## src/rtl/div_sequencer.sv

```systemverilog
// Iterative radix-2 restoring divider sequencer for RV32M DIV/DIVU/REM/REMU.
// Optional DIV_EARLY_OUT_EN: zero-divisor / overflow cases skip the CALC phase.
module div_sequencer #(
  parameter int unsigned XLEN = 32
) (
  input  logic            clk,
  input  logic            nrst,
  input  logic            start,
  input  logic [2:0]      funct3,
  input  logic [XLEN-1:0] op_a,
  input  logic [XLEN-1:0] op_b,
  input  logic            flush,
  output logic            busy,
  output logic            stall,
  output logic            done,
  output logic [XLEN-1:0] result
);

  localparam int unsigned CW = $clog2(XLEN);
  localparam logic [XLEN-1:0] MIN_NEG = {1'b1, {(XLEN-1){1'b0}}};

  typedef enum logic [2:0] {S_IDLE, S_PREP, S_CALC, S_FIX, S_DONE} state_e;

  state_e          state_q, state_d;
  logic [1:0]      f3_q, f3_d;
  logic [XLEN-1:0] a_q, a_d;
  logic [XLEN-1:0] b_q, b_d;
  logic [XLEN-1:0] dvs_q, dvs_d;
  logic [XLEN-1:0] rem_q, rem_d;
  logic [XLEN-1:0] quo_q, quo_d;
  logic [CW-1:0]   cnt_q, cnt_d;
  logic            qneg_q, qneg_d;
  logic            rneg_q, rneg_d;
  logic            dz_q, dz_d;
  logic            ovf_q, ovf_d;
  logic [XLEN-1:0] result_q, result_d;

  // funct3[2] is always set by the decoder; only bits [1:0] select the op.
  logic unused_f3;
  assign unused_f3 = funct3[2];

  logic            is_signed, a_neg, b_neg, prep_dz, prep_ovf;
  logic [XLEN-1:0] abs_a, abs_b, q_fix, r_fix;
  logic [XLEN:0]   rem_sh, trial;

  assign is_signed = ~f3_q[0];
  assign a_neg     = is_signed & a_q[XLEN-1];
  assign b_neg     = is_signed & b_q[XLEN-1];
  assign abs_a     = a_neg ? ('0 - a_q) : a_q;
  assign abs_b     = b_neg ? ('0 - b_q) : b_q;
  assign prep_dz   = (b_q == '0);
  assign prep_ovf  = is_signed & (a_q == MIN_NEG) & (b_q == '1);

  // Shifted-in dividend bit enters the partial remainder before the trial subtract.
  assign rem_sh = {rem_q, quo_q[XLEN-1]};
  assign trial  = rem_sh - {1'b0, dvs_q};

  always_comb begin
    q_fix = qneg_q ? ('0 - quo_q) : quo_q;
    r_fix = rneg_q ? ('0 - rem_q) : rem_q;
    if (dz_q) begin
      q_fix = '1;
      r_fix = a_q;
    end else if (ovf_q) begin
      q_fix = MIN_NEG;
      r_fix = '0;
    end
  end

  always_comb begin
    state_d  = state_q;
    f3_d     = f3_q;
    a_d      = a_q;
    b_d      = b_q;
    dvs_d    = dvs_q;
    rem_d    = rem_q;
    quo_d    = quo_q;
    cnt_d    = cnt_q;
    qneg_d   = qneg_q;
    rneg_d   = rneg_q;
    dz_d     = dz_q;
    ovf_d    = ovf_q;
    result_d = result_q;
    unique case (state_q)
      S_IDLE: begin
        if (start && !flush) begin
          f3_d    = funct3[1:0];
          a_d     = op_a;
          b_d     = op_b;
          state_d = S_PREP;
        end
      end
      S_PREP: begin
        quo_d   = abs_a;
        dvs_d   = abs_b;
        rem_d   = '0;
        cnt_d   = CW'(XLEN - 1);
        qneg_d  = a_neg ^ b_neg;
        rneg_d  = a_neg;
        dz_d    = prep_dz;
        ovf_d   = prep_ovf;
        state_d = S_CALC;
`ifdef DIV_EARLY_OUT_EN
        if (prep_dz || prep_ovf) state_d = S_FIX;
`endif
      end
      S_CALC: begin
        if (!trial[XLEN]) begin
          rem_d = trial[XLEN-1:0];
          quo_d = {quo_q[XLEN-2:0], 1'b1};
        end else begin
          rem_d = rem_sh[XLEN-1:0];
          quo_d = {quo_q[XLEN-2:0], 1'b0};
        end
        cnt_d = cnt_q - 1'b1;
        if (cnt_q == '0) state_d = S_FIX;
      end
      S_FIX: begin
        result_d = f3_q[1] ? r_fix : q_fix;
        state_d  = S_DONE;
      end
      S_DONE: state_d = S_IDLE;
      default: state_d = S_IDLE;
    endcase
    // Abort wins over everything except IDLE; a flushed FIX must not publish.
    if (flush && state_q != S_IDLE) begin
      state_d  = S_IDLE;
      result_d = result_q;
    end
  end

  always_ff @(posedge clk or negedge nrst) begin
    if (!nrst) begin
      state_q  <= S_IDLE;
      f3_q     <= '0;
      a_q      <= '0;
      b_q      <= '0;
      dvs_q    <= '0;
      rem_q    <= '0;
      quo_q    <= '0;
      cnt_q    <= '0;
      qneg_q   <= 1'b0;
      rneg_q   <= 1'b0;
      dz_q     <= 1'b0;
      ovf_q    <= 1'b0;
      result_q <= '0;
    end else begin
      state_q  <= state_d;
      f3_q     <= f3_d;
      a_q      <= a_d;
      b_q      <= b_d;
      dvs_q    <= dvs_d;
      rem_q    <= rem_d;
      quo_q    <= quo_d;
      cnt_q    <= cnt_d;
      qneg_q   <= qneg_d;
      rneg_q   <= rneg_d;
      dz_q     <= dz_d;
      ovf_q    <= ovf_d;
      result_q <= result_d;
    end
  end

  assign busy   = (state_q != S_IDLE);
  assign stall  = ((state_q == S_IDLE) && start && !flush) ||
                  (state_q == S_PREP) || (state_q == S_CALC) || (state_q == S_FIX);
  assign done   = (state_q == S_DONE);
  assign result = result_q;

endmodule

```

## config.mk

```make
export PLATFORM = sky130hd
export DESIGN_NAME = div_sequencer
export DESIGN_NICKNAME = d
export VERILOG_FILES = /design/src/rtl/div_sequencer.sv
export SDC_FILE = /design/constraint.sdc
export NUM_CORES = 1
export LEC_CHECK = 0
export CAP_MARGIN = 20
export CORE_MARGIN = 8
export CORE_UTILIZATION = 35
export DETAILED_ROUTE_END_ITERATION = 10
export PLACE_DENSITY = 0.51
export SLEW_MARGIN = 20
export SYNTH_ARGS = -nofsm -noshare
export SYNTH_HDL_FRONTEND = slang
export SYNTH_SLANG_ARGS = --single-unit
```

## constraint.sdc

```tcl
create_clock -name clk -period 7.1 [get_ports clk]
set_input_delay 0.71 -clock clk [delete_from_list [all_inputs] [get_ports clk]]
set_output_delay 0.71 -clock clk [all_outputs]
set_load 0.01 [all_outputs]
```

==> key figures <==
GRT
  • Antenna violations before repair: 1
  • Vias in the first global route: 11,400
  • Gr usage total: approximately 18%
  • Pin count of the biggest net entering global routing: ~80
  • Global route overflow: 0
  • First-pass GRT wire length: ~67,000 um

Drt
  • Via count: roughly 12,000
  • # DRC: 0
  • Pre-Repair DR Iteration Count: 6
  • WL per Instance: roughly 20 um
  • Routed WL: around 43,000 um
  • DR iter-0 viols: 913
  • Remaining antenna violation count: 0
  • Vias per Instance: ~5.6

Cells and area
  • P&R area growth vs syn: 18.3%
  • Layout cells sized above 1: 10.8%
  • Post-Layout Cell Count: about 2,100
  • Area of the multi-input gates: slightly below 8000 um2
  • Layout Nets: between 1,500 and 2,000
  • Fillers: 3,895
  • Storage element area: just over 5000 um2
  • Final std cell area, no fill: 16,100 um2

Timing
  • Measured slew at the worst slew-check pin: ~1.2 ns
  • Total negative slack: 0 ns
  • Setup Skew: between 0.02 and 0.03 ns
  • Final Hold Viols: 0
  • Fin worst setup slack: approximately 3.3 ns
  • Final period util: a little over half
  • Fin crit period: roughly 3.8 ns
  • Endpoints failing setup: 0
  • Slew margin rel.: approximately 21%
  • RSZ-0062 raised after global routing: false
  • FMAX: approximately 270 MHz
  • Slew Limit Fails: 0

Floorplanning
  • Die W: 213 um
  • Die ar.: roughly 45,000 um2
  • Die H: ~210 um
  • Initial Util: around a third
  • Total core area: 38,500 um2
  • I/O Pins: 106
  • # rows: 72

Placement
  • IO buf count: about 100
  • HPWL after DPL: about 31,000 um
  • Worst slack at placement: about 3.4 ns
  • Placer Congestion: 0.861
  • Post-DP Area: 15,100 um2
  • Placed cell count: 2,067

Critical path
  • Critical Path RT: between 7 and 8 ns
  • WP data arrival: roughly 4.2 ns
  • Startpoint Class: flop
  • Endpoint class of the critical path: flop
  • Crit path max fanout: 23
  • Critical path class: flop to flop

Clocking
  • Clock sinks: 206
  • Number of post-CTS setup repair buffers: 0
  • Hold buffers post-CTS: 0
  • CTS clk-pin slew, worst paths: around 0.06 ns
  • Clock latency on the worst-skew pair: about 0.57 ns
  • Clk buf depth: 3
  • Root Buffer: clkbuf_16
  • PostCTS Resize Cnt: 0
  • CTS tree: built
  • CTS H-tree depth: 1
  • Total CTS buffers: 28

Logic synthesis
  • Async set-reset flop share out of synthesis: 100%
  • Share of the synthesized area in the top cell type: 38.0%
  • EDFF count, synth: 0
  • Main flop type after synthesis: dfrtp_1
  • Dominant cells by area after synthesis: dfrtp_1, mux2_2, o21ai_0
  • Synth Warn #: 0
  • Cells after Synth: ~1,500
  • Mapped Area: 13,600 um2
  • Syn Area/Cell: 8.94 um2
  • Sequential area share after synthesis: between 30% and 40%
  • Synth cell types: 81
  • Most numerous cell in the Yosys netlist: dfrtp_1
  • #FFs+latches synth: ~200
  • Cell accounting for the most synthesized area: dfrtp_1
  • Post-Syn Nets: 1,631
  • Synth top cells by count: dfrtp_1, nand2_1, o21ai_0

Pwr
  • Leakage: between 6 and 7 nW
  • Clock share of power: around a fifth
  • Net Sw Frac: between 40% and 50%
  • Sw power: between 3 and 4 mW
  • Sequential share of power: 29.1%
  • VDD IR max: 0.000239 V
  • Cell internal pwr: roughly 4.2 mW
  • Logic pwr share: about 51%
  • PD cells: 473 nW/um2

Run status
  • Status: finished, final reports clean

Job
  • Max-cap violations: 0

Worst hold path
  • Worst hold path class: primary input to async pin
[cell type report]
type | instances | area share (%)
multi-input cells | 1159 | 48.8
flip-flops and latches | 206 | 32.1
repair buffers | 122 | 7.49
clock buffers | 40 | 5.15
well taps | 518 | 4.04
inverters | 62 | 1.45
clock inverters | 10 | 0.974
diodes | 1 | 0.0156
[registers in the layout, indices dropped and copies added, names as in the netlist, 3 cells and up]
signal and count:
quo_q 32, b_q 32, a_q 32, dvs_q 32
state_q 3, cnt_q 5, result 32, rem_q 32
[routing by layer]
metal  routed length (um)  track usage (%)
met1                20300             26.6
met2                18900             28.7
met5                    9                0
met3                 2410             2.74
met4                  948             4.45
[worst paths after layout]
path / startpoint / end / slack, ns / cells after the start
min in group clk: result[2] / result[2] / 0.46 / 2
worst max-delay path: quo_q[31] / rem_q[11] / 3.33 / 11
worst min register to register: result[2] / result[2] / 0.46 / 2
max in group asynchronous: nrst / a_q[22] / 5.65 / 2
worst max register to register: quo_q[31] / rem_q[11] / 3.33 / 11
worst min-delay path: nrst / b_q[16] / 0.16 / 1
[worst max-delay path, cell delays in order, from the launching register on]
cell       delay [ns]
dfrtp_1          0.40
inv_1            0.14
ha_1             0.22
fa_1             0.22
nand2b_1         0.14
a21oi_1          0.15
o2111ai_1        0.33
nand3_1          0.28
and3_1           0.27
nor3_4           0.77
nor2_1           0.45
o211ai_1         0.32
[cells in the final DEF, fill, tap and decap left out, types with 7 or more instances in the layout]
cell,count
ha_1,39
nor2_1,74
clkbuf_16,29
buf_4,16
a311o_1,8
or4_1,7
and2_1,8
o31ai_1,28
or3_1,12
nand2_1,160
a21oi_1,86
nand4_1,29
inv_1,60
nand2b_1,13
nor3_1,31
a21o_1,12
clkdlybuf4s50_1,103
clkbuf_8,7
nand3_1,33
xor2_1,71
dfrtp_1,206
o21ai_0,144
o211ai_1,36
mux2_2,68
a22oi_1,34
a31oi_1,15
and3_1,14
nor4_1,18
o41ai_1,9
o22ai_1,12
xnor2_1,73
[power groups by stage]
stage                     sequential, mW  clock [mW]  combinational (mW)
after detailed placement            2.23           0                3.86
after CTS                           2.21        1.54                3.88
final                               2.21        1.51                3.88
after global routing                2.29        1.58                4.30
after floorplan                     2.03           0                2.81
after global placement              2.22           0                3.82
[per-stage QoR]
stage / utilization [%] / hold WS [ns] / power (mW)
detailed placement: 39.2 / 0.455 / 6.09
finish: 41.8 / 0.162 / 7.60
CTS: 41.7 / 0.183 / 7.63
global placement: 39.1 / 0.453 / 6.04
global route: 41.7 / 0.209 / 8.16
floorplan: - / 0.414 / 4.83
[kinds of logic after synthesis]
family	synth area share (%)
adders and majority gates	3.74
buffers and inverters	4.67
xor gates and xnor gates	9.29
muxes	5.93
and+or+nand+nor	16.2
DFF	38.0
AOI/OAI and AO/OA	22.2
Note: power is estimated with default switching activity, not from simulation.
